## config.mk

```make
export PLATFORM = sky130hd
export DESIGN_NAME = mem_lsu
export DESIGN_NICKNAME = d
export VERILOG_FILES = /design/src/rtl/mem_lsu.sv
export SDC_FILE = /design/constraint.sdc
export NUM_CORES = 1
export LEC_CHECK = 0
export CORE_UTILIZATION = 40
export DETAILED_ROUTE_END_ITERATION = 10
export GPL_ROUTABILITY_DRIVEN = 1
export PLACE_DENSITY = 0.8
export SLEW_MARGIN = 20
export SYNTH_ARGS = -nofsm -noshare
export SYNTH_HDL_FRONTEND = slang
export SYNTH_SLANG_ARGS = --single-unit
```

## constraint.sdc

```tcl
create_clock -name cpu_clk -period 2.91 [get_ports cpu_clk]
set_input_delay 0.582 -clock cpu_clk [delete_from_list [all_inputs] [get_ports cpu_clk]]
set_output_delay 0.582 -clock cpu_clk [all_outputs]
set_load 0.02 [all_outputs]
```

## src/rtl/mem_lsu.sv

```systemverilog
// mem_lsu: load/store unit between the EX/MEM stage and a synchronous-read
// data RAM. Word stores complete in one cycle. Loads and byte/half stores take
// one stall cycle. During that cycle the RAM is read, and in the next cycle
// the load result is returned or the merged word is written back.
// Optional feature: define MEM_LSU_STALL_CNT_EN to build a 32-bit counter of
// stalled cycles on stall_cnt. Without it, stall_cnt is tied to zero.
module mem_lsu #(
  parameter int ADDR_W = 10
) (
  input  logic              cpu_clk,
  input  logic              cpu_rstn,
  input  logic              req_valid,
  input  logic              req_we,
  input  logic [1:0]        req_size,
  input  logic              req_unsigned,
  input  logic [31:0]       req_addr,
  input  logic [31:0]       req_wdata,
  output logic              stall,
  output logic              rsp_valid,
  output logic [31:0]       rsp_rdata,
  output logic              misalign_err,
  output logic [ADDR_W-1:0] mem_addr,
  output logic              mem_we,
  output logic [31:0]       mem_wdata,
  input  logic [31:0]       mem_rdata,
  output logic [31:0]       stall_cnt
);

  typedef enum logic [1:0] {IDLE, LD_WAIT, ST_MERGE} state_t;

  state_t            r_state;
  state_t            w_next;
  logic [ADDR_W-1:0] r_addr;
  logic [1:0]        r_off;
  logic [1:0]        r_size;
  logic              r_unsigned;
  logic [15:0]       r_wdata;

  logic              w_is_word;
  logic              w_is_half;
  logic              w_misalign;
  logic [ADDR_W-1:0] w_req_word;
  logic [7:0]        w_byte;
  logic [15:0]       w_half;
  logic [31:0]       w_load;
  logic [31:0]       w_merge;
  logic              w_unused;

  // Size 11 is handled as a word access.
  assign w_is_word  = req_size[1];
  assign w_is_half  = (req_size == 2'b01);
  assign w_misalign = (w_is_half & req_addr[0]) | (w_is_word & (|req_addr[1:0]));
  assign w_req_word = req_addr[ADDR_W+1:2];
  // The byte address bits above the RAM's reach are not used.
  assign w_unused   = ^req_addr[31:ADDR_W+2];

  // State register. Request fields are captured on every request seen in
  // IDLE, so they are valid for the following LD_WAIT or ST_MERGE cycle.
  // NOTE: sequential state uses non-blocking assignments only, so every flop
  // samples the values from before the edge and results do not depend on
  // process evaluation order.
  always_ff @(posedge cpu_clk or negedge cpu_rstn) begin
    if (!cpu_rstn) begin
      r_state    <= IDLE;
      r_addr     <= '0;
      r_off      <= 2'b00;
      r_size     <= 2'b00;
      r_unsigned <= 1'b0;
      r_wdata    <= '0;
    end else begin
      r_state <= w_next;
      if (r_state == IDLE && req_valid) begin
        r_addr     <= w_req_word;
        r_off      <= req_addr[1:0];
        r_size     <= req_size;
        r_unsigned <= req_unsigned;
        r_wdata    <= req_wdata[15:0];
      end
    end
  end

  // Lane selection and extension for loads, and the read-modify-write merge
  // for byte/half stores, both taken from the word the RAM has just returned.
  always_comb begin
    w_byte  = mem_rdata[{r_off, 3'b000} +: 8];
    w_half  = r_off[1] ? mem_rdata[31:16] : mem_rdata[15:0];
    w_merge = mem_rdata;
    case (r_size)
      2'b00: begin
        w_load = {{24{~r_unsigned & w_byte[7]}}, w_byte};
        w_merge[{r_off, 3'b000} +: 8] = r_wdata[7:0];
      end
      2'b01: begin
        w_load = {{16{~r_unsigned & w_half[15]}}, w_half};
        w_merge[{r_off[1], 4'b0000} +: 16] = r_wdata;
      end
      default: w_load = mem_rdata;
    endcase
  end

  // Next state and outputs. Reset low forces every output to zero at once,
  // without waiting for a clock edge.
  // NOTE: every output gets a default before any branch, so no path through
  // this block leaves a value unassigned and no latch is inferred.
  always_comb begin
    w_next       = r_state;
    stall        = 1'b0;
    rsp_valid    = 1'b0;
    rsp_rdata    = '0;
    misalign_err = 1'b0;
    mem_addr     = '0;
    mem_we       = 1'b0;
    mem_wdata    = '0;
    if (cpu_rstn) begin
      case (r_state)
        IDLE: begin
          if (req_valid) begin
            if (w_misalign) begin
              misalign_err = 1'b1;
            end else begin
              mem_addr = w_req_word;
              if (req_we && w_is_word) begin
                mem_we    = 1'b1;
                mem_wdata = req_wdata;
              end else begin
                stall  = 1'b1;
                w_next = req_we ? ST_MERGE : LD_WAIT;
              end
            end
          end
        end
        // The request is still presented on the inputs here. It is ignored.
        LD_WAIT: begin
          rsp_valid = 1'b1;
          rsp_rdata = w_load;
          mem_addr  = r_addr;
          w_next    = IDLE;
        end
        ST_MERGE: begin
          mem_we    = 1'b1;
          mem_wdata = w_merge;
          mem_addr  = r_addr;
          w_next    = IDLE;
        end
        default: w_next = IDLE;
      endcase
    end
  end

`ifdef MEM_LSU_STALL_CNT_EN
  logic [31:0] r_stall_cnt;

  // Count every stalled cycle. The counter wraps modulo 2^32.
  always_ff @(posedge cpu_clk or negedge cpu_rstn) begin
    if (!cpu_rstn) r_stall_cnt <= '0;
    else if (stall) r_stall_cnt <= r_stall_cnt + 32'd1;
  end

  assign stall_cnt = r_stall_cnt;
`else
  assign stall_cnt = '0;
`endif

endmodule
```

Word-level counts from Yosys, hierarchy flattened
Cells that the tools add are included.

Word-level logic and storage cells: 70. Register bits after elaboration: 33. Output and inout bits: 110. Input bits: 103.

Add/sub/neg operators: 2. Muxes and demuxes: 37. Bitwise operators: 6. Eq/ne operators: 7. Reductions and logical operators: 7. Shift-type cells: 5.

Operators with widths (count): $mux W32 (6); $pmux W32 S2 (3); $bwmux W32 (2); $shift A16 B7 Y32 const A (1); $shift A8 B7 Y32 const A (1); $shiftx A16 B7 Y32 (1); $shiftx A32 B6 Y8 (1); $shiftx A8 B7 Y32 (1); $mux W10 (3); $pmux W10 S2 (1); $mux W16 (1); $mux W1 (15); $neg A5 Y7 (2); $mux W2 (5); $eq A2 B1 Y1 const B (3); $ne A2 B2 Y1 const B (3); $and A1 B1 Y1 (4); $logic_not A2 Y1 (2); $reduce_and A4 Y1 (1); $reduce_or A2 Y1 (2); $eq A2 B2 Y1 const B (1); $logic_and A1 B1 Y1 (2); $pmux W1 S2 (1); $not A1 Y1 (1); $or A1 B1 Y1 (1).

Longest topological paths before layout
Gate-level depths: netlist (run 1).

Word-level depth: 7. Depth in mapped cells: 9. Mapped depth without buffers: 5.

Least setup slack after synthesis (run 1)
OpenSTA, ideal clock, no wires.

Kind: reg-to-output. Start: reg r_off[1]. End: out mem_wdata[10]. Arrival: 2321 ps. Cell stages (with the launch flop): 10. Required time: 2328 ps. Slack: 7 ps. Buffers on the path: 4. Cells stage by stage: dfrtp_1 > buf_4 > buf_4 > buf_2 > inv_1 > ha_1 > and4b_1 > clkbuf_2 > a221oi_1 > o32ai_1.

Cells in the longest elaborated chain, start to end: 6. Elaborated cells between the ends (all ways): 11. Those cells by class: add/sub: 2; shift: 4; mux: 5.

Ends and longest elaborated chain: start, declared (line 34) `logic [1:0] r_off;`; start signal, assigned (line 74) `r_off <= req_addr[1:0];`; $neg A5 Y7, on equally long branches (line 95, 91); $shiftx A16 B7 Y32, or another cell as far along (line 95) `w_merge[{r_off[1], 4'b0000} +: 16] = r_wdata;`; $bwmux W32, on equally long branches (line 95, 91); $pmux W32 S2 * (line 88) `case (r_size)`; $pmux W32 S2 * (line 115) `case (r_state)`; $mux W32 * (line 114) `if (cpu_rstn) begin`; end, declared (line 24) `output logic [31:0] mem_wdata,`.

Mark *: on every way between the ends. The rest lies on a longest branch, timed or not.

Worst setup path in the final report (run 1)
Start: reg r_off[1]. End: out mem_wdata[16].

The elaborated chain is that of the path after synthesis.

==> summary.txt, run 1 <==
Power
  • Psw: between 0.002 and 0.0025 W
  • Leakage: about 2.9 nW
  • Cell-internal power: 0.00234 W
  • Clock share of power: ~9.8%
  • Reg power frac: 19.8%
  • Switching share of power: 50.5%
  • Logic gate share of total power: approximately 70%
  • Max VDD drop: 0.000414 V
  • PD cells: 727 mW/mm²

Setup path
  • CP peak stage delay: 0.43 ns
  • CP Buf/Inv Count: 3
  • CP Class: reg -> out
  • CP Capture Type: output pin
  • Worst Path Max Fanout: slightly above 50
  • FF-to-FF path depth: 5
  • CP delay by family, top: buffers and inverters
  • Cell chain of the critical path: buf_12, ha_1, nor4bb_1, buf_4, a221o_1, a32o_1, dlygate4sd2_1
  • Worst R2R Setup Slack: 1.05 ns
  • Slowest-stage cell, CP: dfrtp_2
  • Critical path required time: 2.33 ns
  • FF-to-FF Start: r_state[0]$_DFFE_PN0P_
  • Critical Path Source: r_off[1]$_DFFE_PN0P_
  • Nature of the critical path startpoint: flop
  • Critical Path AT: 2.27 ns
  • Reg2reg end: r_wdata[7]$_DFFE_PN0P_

Timing
  • Worst Clk Skew: about 0.004 ns
  • Setup TNS: 0 ns
  • Max-slew violations: 0
  • Fmax: 0.351 GHz
  • Slew margin rel.: 35.1%
  • Worst Tran Pin Value: 0.972 ns
  • Final hold viol count: 0
  • Final period util: 97.9%
  • Final setup violating endpoints: 0
  • Crit path time final: about 2.8 ns

Logic synthesis
  • Post-Syn Area per Cell: 7.52 µm²
  • Synth Warn #: 0
  • Top cell type's share of synthesized area: 19.0%
  • Mapped Cells: 577
  • Synth top area cells: dfrtp_1 (19%), nand2_1 (9.8%), buf_4 (6.2%)
  • Synth unique cells: 54
  • Most instantiated library cell after synthesis: nand2_1
  • Number of synthesized flops with an enable pin: 0
  • Top_reg_cell synth: dfrtp_1
  • Top cell type by total area after synthesis: dfrtp_1
  • Post-synth top cells: nand2_1 (113), o21ai_1 (37), buf_4 (36), nor2_1 (35), dfrtp_1 (33)
  • Post-synth ARST share: 100%
  • Seq/Total Area, Yosys: 19.0%
  • Synthesized area: around 0.0043 mm²
  • Register bit total from synthesis: 33

Routing
  • DRT Wirelength: roughly 18000 µm
  • Routed len/inst: 19.3 µm
  • Drt drc: 0
  • Antenna Nets Post-Route: 0
  • Via/cell ratio: around 6.0
  • Pre-Repair DR Iteration Count: 8
  • DR iter-0 viols: 446
  • Routed via count: 5472

CTS
  • Clock latency on the worst-skew pair: 0.29 ns
  • CTS tree: yes
  • H-Tree Depth: 2
  • Worst-path clk slew: 0.07 ns
  • CTS buffer count: 5
  • Clock sink count: 33
  • CTS max path bufs: 2
  • Root buffer cell: clkbuf_8

Floorplan
  • Starting Density: 41.6%
  • Die Y: 106 µm
  • IO Count: 213
  • Core area: 0.0104 mm²
  • FP Rows: 37
  • Chip width: 106 µm
  • Die area: approximately 0.011 mm²

Layout
  • Proportion of layout cells with a drive suffix above 1: 17.8%
  • Nets@finish: just under 900
  • Filler Cell Count: roughly 960
  • Layout area overhead: 49.9%
  • Final Cell Area: 0.00650 mm²
  • Non-Filler Instances: 911
  • Ant. Diodes: 0

Global routing
  • Grt peak-use layer: met2
  • Gr ovfl total: 0
  • Number of global-route vias before repair: 5065
  • First-pass GRT wire length: roughly 27000 µm
  • Largest net degree at the start of global routing: 52
  • Met1 usage: 38.6%
  • Met3 GRT Util: 5.64%
  • Gr usage total: 30.5%
  • GRT met2 Usage: between 40 and 50%
  • Initial antenna violation count: 0

Status
  • Status: finished clean

Place
  • Gpl congestion: 0.923
  • Dpl hpwl: 13500 µm
  • Placed instance count: 900
  • Port bufs: 160
  • Area post-placement: 0.00639 mm²

Worst hold path
  • Worst hold path type: in -> async

Job
  • Max_cap viols: 0
==> cell type report <==
type | instances | area [µm²] | share of cell area, %
Multi-Input combinational cell | 475 | 3100 | 47.7
Timing Repair Buffer | 247 | 2240 | 34.5
Sequential cell | 33 | 827 | 12.7
Tap cell | 136 | 170 | 2.62
Clock buffer | 7 | 86.3 | 1.33
Inverter | 12 | 45.0 | 0.693
Clock inverter | 1 | 30.0 | 0.462
==> kinds of logic after synthesis <==
family                   Yosys count  synth area share, %
AO/OA/AOI/OAI                    202                 34.7
adder cells (fa/ha/maj)            9                 2.60
buffers and inverters            100                 13.1
flip-flops                        33                 19.0
multiplexers                      12                 5.45
other                              1               0.0864
AND/OR/NAND/NOR                  220                 25.0
==> power groups by stage <==
stage	registers (W)	clock network [W]	logic, W
2_1_floorplan	0.000818	0	0.00222
3_3_place_gp	0.000916	0	0.00318
4_1_cts	0.000921	0.000468	0.00326
3_5_place_dp	0.000925	0	0.00326
5_1_grt	0.000955	0.000486	0.00358
6_report	0.000938	0.000462	0.00333
==> timing repair <==
action,in CTS,in global routing
setup endpoints to repair,75,28
hold buffers,0,0
buffers inserted,3,0
pin swaps,1,1
resized for setup,85,27
==> flip-flops by register name (all words and copies together) (netlist names) <==
register    cells
r_state         2
r_size          2
r_off           2
r_wdata        16
r_addr         10
r_unsigned      1
==> stage by stage <==
stage | util [%] | total power (W) | setup WS (ns) | hold WS (ns)
final | 62.4 | 0.00473 | 0.0602 | 0.345
after global routing | 62.4 | 0.00503 | -0.00811 | 0.358
after CTS | 62.2 | 0.00465 | -0.188 | 0.348
after detailed placement | 61.4 | 0.00418 | -0.466 | 0.468
after global placement | 61.4 | 0.00410 | -0.464 | 0.463
after floorplan | - | 0.00304 | 0.00675 | 0.286
==> per-layer routing <==
layer,routed length (µm),up-vias
met2,8050,348
li1,-,2489
met5,0,-
met4,838,0
met3,1770,53
met1,6950,2582
==> worst max-delay path by stage <==
stage               endpoint  slack, ns  cells past startpoint
5_1_grt        mem_wdata[15]     -0.008                      7
3_3_place_gp    rsp_rdata[0]      -0.46                      6
6_report       mem_wdata[16]       0.06                      7
4_1_cts         rsp_rdata[0]      -0.19                      6
2_1_floorplan  mem_wdata[10]      0.007                      9
3_5_place_dp    rsp_rdata[0]      -0.47                      6
==> placed cells by master, fill, tap and decap left out, types with 20 or more instances in the layout <==
cell type,count
dfrtp_1,32
o32ai_1,20
clkdlybuf4s50_1,82
o21ai_1,37
nor2_1,35
nand2_1,113
buf_4,79
o21ai_0,22
a221o_1,20
dlygate4sd2_1,58
conb_1,32
==> worst register-to-register path: cells and delay by family (launching register included) <==
family,cells,cell delay [ns]
AND/OR/NAND/NOR,3,0.97
flip-flops,1,0.42
adder cells (fa/ha/maj),1,0.25
buffers and inverters,1,0.11
Power figures use the tool's default switching activity.
==> inputs of run 2 (changes only) <==
--- a/config.mk
+++ b/config.mk
@@ -5,10 +5,11 @@
 export SDC_FILE = /design/constraint.sdc
 export NUM_CORES = 1
 export LEC_CHECK = 0
-export CORE_UTILIZATION = 40
+export CORE_ASPECT_RATIO = 1.2
+export CORE_UTILIZATION = 42
 export DETAILED_ROUTE_END_ITERATION = 10
 export GPL_ROUTABILITY_DRIVEN = 1
-export PLACE_DENSITY = 0.8
+export PLACE_DENSITY = 0.83
 export SLEW_MARGIN = 20
 export SYNTH_ARGS = -nofsm -noshare
 export SYNTH_HDL_FRONTEND = slang
==> summary.txt, run 2 (synthesis gave the netlist of run 1 again) <==
Status
  • Status: finished clean

Floorplan
  • FP Rows: 40 (+8.1%)
  • Die area: 0.0107 mm² (-4.7%)
  • Die Y: 113 µm (+6.8%)
  • Starting Density: 43.3% (+1.7 points)
  • Core area: 0.0100 mm² (-3.9%)
  • Chip width: 94.8 µm (-11%)
  • IO Count: 213 (unchanged)

Layout
  • Most common cell after layout, fill and taps aside: nand2_1
  • Filler Cell Count: 846 (-12%)
  • Proportion of layout cells with a drive suffix above 1: 22.1% (+4.3 points)
  • Commonest cells after routing, fill and taps aside: nand2_1 (113), buf_4 (87), clkdlybuf4s50_1 (81)
  • Largest registers: r_wdata x16, r_addr x10
  • Largest register FFs: 16 (unchanged)
  • Fin util: 65.9% (+3.4 points)
  • Nets@finish: 894 (+0.90%)
  • Ant. Diodes: 0 (unchanged)
  • Layout area overhead: 51.9%
  • Register with the most flip-flops: r_wdata

Setup path
  • Cell chain of the critical path: inv_2, ha_4, buf_4, and4b_2, buf_4, a221o_1, a32o_2, buf_4
  • Critical Path Stages: 8 (+1)
  • Crit path capture: mem_wdata[14]
  • CP delay by family, top: compound AO/OA/AOI/OAI gates
  • Reg2reg end: r_wdata[9]$_DFFE_PN0P_
  • FF-to-FF Start: r_state[0]$_DFFE_PN0P_
  • Critical Path Source: r_off[1]$_DFFE_PN0P_
  • CP Buf/Inv Count: 4 (+1)
  • CP peak stage delay: 0.40 ns (-0.03 ns)
  • FF-to-FF path depth: 5 (unchanged)
  • Critical path required time: 2.33 ns (about the same)
  • Worst R2R Setup Slack: 1.13 ns (+0.08 ns)
  • CP Class: reg -> out
  • Critical Path AT: 2.29 ns (+0.02 ns)
  • Slowest-stage cell, CP: dfrtp_2
  • Nature of the critical path startpoint: flop
  • CP Capture Type: output pin
  • Critical path's most frequent cell: buf_4
  • Worst Path Max Fanout: 4 (-92%)

Routing
  • DRT Wirelength: 17400 µm (-1.5%)
  • Routed via count: 5570 (+1.8%)
  • Pre-Repair DR Iteration Count: 6 (-2)
  • Antenna Nets Post-Route: 0 (unchanged)
  • Routed len/inst: 19.1 µm (-1.3%)
  • Via/cell ratio: 6.13 (+2.0%)
  • DR iter-0 viols: 482 (+8.1%)
  • Drt drc: 0 (unchanged)

Timing
  • Final hold viol count: 0 (unchanged)
  • Crit path time final: 2.87 ns (+0.0223 ns)
  • Fmax: 0.348 GHz (-0.78%)
  • Worst Tran Pin Value: 0.957 ns (-0.0144 ns)
  • Setup TNS: 0 ns (unchanged)
  • Final period util: 98.7% (+0.77 points)
  • Unrepaired setup endpoints after global routing: true
  • Worst Clk Skew: 0.00545 ns (+0.00146 ns)
  • Max-slew violations: 0 (unchanged)
  • Slew margin rel.: 36.0% (+0.96 points)
  • Worst hold slack: 0.264 ns (-0.0810 ns)
  • Final setup violating endpoints: 0 (unchanged)

Global routing
  • Initial antenna violation count: 0 (unchanged)
  • Gr ovfl total: 0 (unchanged)
  • Largest net degree at the start of global routing: 49 (-5.8%)
  • Gr usage total: 31.9% (+1.4 points)
  • Number of global-route vias before repair: 5147 (+1.6%)
  • First-pass GRT wire length: 26900 µm (-0.49%)

CTS
  • Clock sink count: 33 (unchanged)
  • Root buffer cell: clkbuf_16
  • CTS buffer count: 5 (unchanged)
  • Worst-path clk slew: 0.05 ns (-0.02 ns)
  • CTS max path bufs: 2 (unchanged)
  • Clock latency on the worst-skew pair: 0.28 ns (about the same)
  • CTS tree: yes
  • Hold-fix buffers, CTS: 0 (unchanged)
  • H-Tree Depth: 2 (unchanged)

Place
  • Port bufs: 160 (unchanged)
  • Dpl hpwl: 13300 µm (-1.4%)
  • Gpl congestion: 0.966 (+4.6%)

Power
  • Max VDD drop: 0.000476 V (+15%)
  • Leakage: 2.94 nW (+1.0%)
  • PD cells: 758 mW/mm² (+4.3%)

Job
  • Max_cap viols: 0 (unchanged)

Worst hold path
  • Worst hold path type: in -> async
run 2: cell count changes in the layout (fill, tap and decap cells not counted), moves of 2 or more:
cell,delta
clkbuf_8,-5
dlymetal6s2s_1,-2
clkbuf_16,+5
dlygate4sd2_1,-12
a221oi_1,-2
o32ai_2,+3
clkbuf_2,+7
buf_2,+12
o32ai_1,-3
clkdlybuf4s15_1,-6
buf_4,+8
run 2: how the worst min path moves through the flow:
stage                                startpoint                     to
after floorplan                        cpu_rstn  r_addr[0]$_DFFE_PN0P_
after global placement    r_addr[2]$_DFFE_PN0P_  r_addr[2]$_DFFE_PN0P_
after detailed placement  r_addr[6]$_DFFE_PN0P_  r_addr[6]$_DFFE_PN0P_
after CTS                              cpu_rstn  r_addr[1]$_DFFE_PN0P_
after global routing                   cpu_rstn  r_addr[1]$_DFFE_PN0P_
final                                  cpu_rstn  r_addr[1]$_DFFE_PN0P_
run 2: metrics by stage:
stage	instance area [µm²]	std cells	power (W)	worst slack (ns)
6_report	6590	909	0.00500	0.0380
5_1_grt	6590	909	0.00531	-0.0264
4_1_cts	6620	909	0.00489	-0.0881
3_5_place_dp	6450	899	0.00426	-0.235
3_3_place_gp	6450	899	0.00416	-0.499
2_1_floorplan	4450	608	0.00304	0.00675
run 2: cell type report:
| cell class | count | area [µm²] | area share [%] |
|---|---|---|---|
| flip-flops and latches | 33 | 827 | 12.5 |
| clock buffers | 7 | 143 | 2.16 |
| well taps | 126 | 158 | 2.39 |
| repair buffers | 255 | 2230 | 33.9 |
| multi-input cells | 475 | 3160 | 47.9 |
| inverters | 12 | 45.0 | 0.683 |
| clock inverters | 1 | 30.0 | 0.456 |
run 2: routing by layer:
layer  vias up  routed length, µm  GRT usage [%]
li1       2508                  -              -
met1      2610               6540           39.8
met2       390               8160           51.8
met3        62               1670           5.04
met4         0                990           17.5
met5         -                  0              0
run 2: report_power, final:
part / switching [W] / total [W] / internal [W]
Sequential: 0.000282 / 0.000939 / 0.000658
Clock: 0.000186 / 0.000613 / 0.000427
Combinational: 0.00198 / 0.00345 / 0.00147
Total: 0.00244 / 0.00500 / 0.00255
run 2: what timing repair did:
action / 4_1_cts / 5_1_grt
setup endpoints to repair: 76 / 30
gates resized for setup: 139 / 47
buffers inserted: 2 / 0
pin swaps: 2 / 2
==> RTL change 1 (flow settings as in run 1) <==
The parameter `ADDR_W` goes from 10 to 9.
--- a/src/rtl/mem_lsu.sv
+++ b/src/rtl/mem_lsu.sv
@@ -6,5 +6,5 @@
 // stalled cycles on stall_cnt. Without it, stall_cnt is tied to zero.
 module mem_lsu #(
-  parameter int ADDR_W = 10
+  parameter int ADDR_W = 9
 ) (
   input  logic              cpu_clk,
Interface: changed (resized mem_addr); port bits go from 213 to 212. The function was not compared with the original's and may differ.
==> RTL change 1 against run 1 <==
- sequential cell count shrank 1
- design area shrank 0.96%
- wire length is 0.84% higher
- synthesized area barely moved
- setup slack worse by 0.040 ns
- non-clock buffer count grew 6
- total power increased by 0.69%
- combinational power up 2%
- largest cell class unchanged
- largest power group unchanged
==> RTL change 1: results (changes against run 1) <==
Vias in the first global route = 5,376 (was 5,065)
DRT Pass-1 Iters = 6 (was 8)
Seq area share = 0.125 (was 0.127)
Largest registers = r_wdata x16, r_addr x9 (was r_wdata x16, r_addr x10)
Critical path launch point = mem_rdata[23] (was r_off[1])
Clock Skews = 0.00341 ns (was 0.00399 ns)
Crit path DAT = 2.31 ns (was 2.27 ns)
Leakage power = 2.83 nW (was 2.91 nW)
Clock-cell share = 0.0196 (was 0.0179)
Pint = 2.37 mW (was 2.34 mW)
HPWL after detailed placement = 13,400 um (was 13,500 um)
Multi-In Gates = 470 (was 475)
Worst reg2reg path depth = 6 (was 5)
Initial DRC count = 634 (was 446)
P_comb = 3.38 mW (was 3.33 mW)
Sequential element share of the synthesized area = 0.184 (was 0.190)
Postcts setup bufs = 5 (was 3)
Proportion of layout cells with a drive suffix above 1 = 0.236 (was 0.178)
Non-clk buf share = 0.334 (was 0.345)
Mapped Cells = 571 (was 577)
Setup WS pre-CTS = -0.311 ns (was -0.466 ns)
Placed Cells = 897 (was 900)
R2R Path End = r_state[1] (was r_wdata[7])
Maximum VDD drop = 0.480 mV (was 0.414 mV)
Fin area = 6440 um2 (was 6500 um2)
Port-buffer cells = 158 (was 160)
Non-clock buffers = 253 (was 247)
Multi-input gate share of total cell area = 0.489 (was 0.477)
Die X-Extent = 106 um (about the same)
Status = finished clean (unchanged)
Reg2reg start = r_state[1] (was r_state[0])
Main area contributors after synthesis = dfrtp_1 18%, nand2_1 9.4%, buf_4 7.1% (was dfrtp_1 19%, nand2_1 9.8%, buf_4 6.2%)
Mean routed wirelength per cell = 19.5 um (was 19.3 um)
Final min period = 2.89 ns (was 2.85 ns)
End point of the critical path = rsp_rdata[15] (was mem_wdata[16])
Avg Vias per Cell = 6.14 (was 6.01)
R2R Setup Slk = 1.34 ns (was 1.05 ns)
CP Max Fanout = 5 (was 51)
Cell Area, Placed = 6390 um2 (about the same)
Fillers = 949 (was 956)
Largest net degree at the start of global routing = 50 (was 52)
CTS-repair resized insts = 123 (was 85)
RTL change 1: changes by cell type in the layout (fill, tap and decap cells not counted), sizes merged, moves of 6 or more:
cell	delta
nor2	+6
buf	+19
dlygate4sd2	-19
clkdlybuf4s15	-7
clkbuf	+17
RTL change 1: metal layers:
metal  part of all wire  vias up  global-route usage  wire length, um
met4              0.040        0               0.147              713
li1                   -     2484                   -                -
met1               0.39     2607               0.380             6920
met3               0.11       71              0.0619             1960
met2               0.46      436               0.497             8170
met5                  0        -                   0                0
RTL change 1: cell families after synthesis:
kind of cell,after synthesis,share of synthesized area
AO/OA/AOI/OAI,195,0.342
adder cells (fa/ha/maj),9,0.0259
buffers and inverters,100,0.137
flip-flops,32,0.184
multiplexers,12,0.0545
other,1,0.000864
AND/OR/NAND/NOR,222,0.255
RTL change 1: worst max-delay path, stage by stage:
cell and delay [ns]:
clkdlybuf4s50_1 0.48, mux4_2 0.54, a21oi_4 0.28, nor3_1 0.08
dlygate4sd2_1 0.35
==> RTL change 2 (flow settings as in run 1) <==
Made on the original files. Put a register stage on the output `misalign_err`, without a reset. The value now appears one clock later. The other outputs are not delayed to match.
--- a/src/rtl/mem_lsu.sv
+++ b/src/rtl/mem_lsu.sv
@@ -28,4 +28,6 @@
 
   typedef enum logic [1:0] {IDLE, LD_WAIT, ST_MERGE} state_t;
+
+  logic misalign_err_d;
 
   state_t            r_state;
@@ -108,5 +110,5 @@
     rsp_valid    = 1'b0;
     rsp_rdata    = '0;
-    misalign_err = 1'b0;
+    misalign_err_d = 1'b0;
     mem_addr     = '0;
     mem_we       = 1'b0;
@@ -117,5 +119,5 @@
           if (req_valid) begin
             if (w_misalign) begin
-              misalign_err = 1'b1;
+              misalign_err_d = 1'b1;
             end else begin
               mem_addr = w_req_word;
@@ -162,3 +164,7 @@
 `endif
 
+  always_ff @(posedge cpu_clk) begin
+    misalign_err <= misalign_err_d;
+  end
+
 endmodule
Check against the original RTL: not equivalent (Yosys sat finds a counterexample within 4 cycles, from zero or initial values and one cycle with cpu_rstn low).
==> RTL change 2 against run 1 <==
- design area about the same
- sequential cell count grew 1
- register-to-register slack improved by 0.14 ns
- wire length fell by 0.70%
- global-route usage shrank 0.29 points
- critical path depth is 1 lower
- setup slack worse by 0.043 ns
- synthesized area rose by 0.14%
- clock power grew 14%
- total power rose by 11%
- largest cell class unchanged
==> RTL change 2: results (changes against run 1) <==
Status = finished clean (unchanged)
Worst reg2reg path depth = 7 (was 5)
Proportion of layout cells with a drive suffix above 1 = 0.180 (was 0.178)
Routability cong. = 0.977 (was 0.923)
R2R Path End = r_off[1] (was r_wdata[7])
Cell Area, Placed = 6420 um2 (was 6390 um2)
Root buffer cell = clkbuf_8 (unchanged)
Comb pwr share = 0.714 (was 0.704)
Total clock network power = 0.527 mW (was 0.462 mW)
Port-buffer cells = 160 (unchanged)
Num CTS Buffers = 5 (unchanged)
DRT Pass-1 Iters = 5 (was 8)
Maximum VDD drop = 0.444 mV (was 0.414 mV)
Reg2reg start = r_state[1] (was r_state[0])
Count leader, synth = nand2_1 (unchanged)
Asr flop ratio synth = 0.971 (was 1.00)
HPWL after detailed placement = 13,300 um (was 13,500 um)
Clock Skews = 0.00788 ns (was 0.00399 ns)
Sequential element share of the synthesized area = 0.195 (was 0.190)
Main area contributors after synthesis = dfrtp_1 19%, nand2_1 9.9%, buf_4 6.4% (was dfrtp_1 19%, nand2_1 9.8%, buf_4 6.2%)
Mean routed wirelength per cell = 19.2 um (was 19.3 um)
Clk slew on worst S/H paths = 0.08 ns
Total length of routed met3 wires = 1860 um (was 1770 um)
Clock power share = 0.100 (was 0.098)
Met2 Use GR = 0.498 (was 0.494)
Largest net degree at the start of global routing = 45 (was 52)
Crit path DAT = 2.31 ns (was 2.27 ns)
Nets = 887 (was 886)
Finished Core Util = 0.625 (was 0.624)
First-pass GRT wire length = 27,000 um (about the same)
Syn. warnings = 0 (unchanged)
Fillers = 943 (was 956)
Met1 GRT Util = 0.408 (was 0.386)
Via count = 5,443 (was 5,472)
Post-Route WL = 17,500 um (was 17,600 um)
Count of cell types in the netlist = 55 (was 54)
Routed met1 length = 7150 um (was 6950 um)
CP Max Fanout = 3 (was 51)
Hold WC Path Type = primary input to async pin (unchanged)
Initial antenna violation count = 1 (was 0)
Total GRT Usage = 0.302 (was 0.305)
GRT met3 Usage = 0.0429 (was 0.0564)
Pint = 2.61 mW (was 2.34 mW)
Critical path launch point = mem_rdata[7] (was r_off[1])
R2R Setup Slk = 1.19 ns (was 1.05 ns)
Leakage power = 2.90 nW (was 2.91 nW)
Setup WS pre-CTS = -0.313 ns (was -0.466 ns)
Final min period = 2.89 ns (was 2.85 ns)
Clk buf depth = 2 (unchanged)
Largest registers = r_wdata x16, r_addr x10 (unchanged)
Most frequent cells after synthesis = 114 x nand2_1, 54 x o21ai_0, 37 x buf_4 (was 113 x nand2_1, 37 x o21ai_1, 36 x buf_4)
Mapped Cells = 580 (was 577)
Vias in the first global route = 5,096 (was 5,065)
Metal2 WL = 8070 um (was 8050 um)
Placed Cells = 903 (was 900)
Initial DRC count = 403 (was 446)
End point of the critical path = rsp_rdata[12] (was mem_wdata[16])
## RTL change 2: cell count changes after synthesis, moves of 3 or more
cell / delta
a21oi_1: +3
o21ai_0: +32
a2111oi_2: -4
o21ai_1: -34
nand4_1: +3
mux4_2: -3
a2111oi_1: +5
mux4_1: +3
## RTL change 2: timing repair
item / in CTS / in global routing
setup endpoints to repair: 76 / 29
gates cloned: 0 / 0
gates resized for setup: 93 / 45
buffers inserted: 1 / 0
endpoints found under the hold margin: 0 / 0
pin swaps: 1 / 0
## RTL change 2: how the worst min path moves through the flow
| stage | endpoint | slack [ns] | cells past startpoint |
|---|---|---|---|
| after floorplan | r_addr[0] | 0.29 | 0 |
| final | r_unsigned | 0.26 | 2 |
| after detailed placement | r_addr[1] | 0.46 | 2 |
| after global placement | r_addr[3] | 0.46 | 2 |
| after CTS | r_addr[0] | 0.26 | 2 |
| after global routing | r_addr[0] | 0.27 | 2 |
## RTL change 2: cell type report
cell class              instances  area share
well taps                     136      0.0262
diodes                          1    0.000385
clock inverters                 3      0.0106
repair buffers                245       0.334
inverters                      13     0.00750
clock buffers                   5      0.0106
flip-flops and latches         34       0.130
multi-input cells             476       0.480
## RTL change 2: cell families (layout without fill, tap and decap cells)
logic type | count (synthesis) | after routing | synth area share
simple gates | 220 | 220 | 0.244
compound gates | 203 | 203 | 0.342
buf+inv | 101 | 266 | 0.135
flops | 34 | 34 | 0.195
mux | 12 | 12 | 0.0570
fa+ha+maj | 9 | 9 | 0.0259
other cells | 1 | 33 | 0.000863
## RTL change 2: critical path: stages
cell and delay [ns]:
clkdlybuf4s50_1 0.43, mux4_2 0.54, a21oi_4 0.22, nor4b_1 0.08
buf_4 0.14, dlygate4sd2_1 0.31
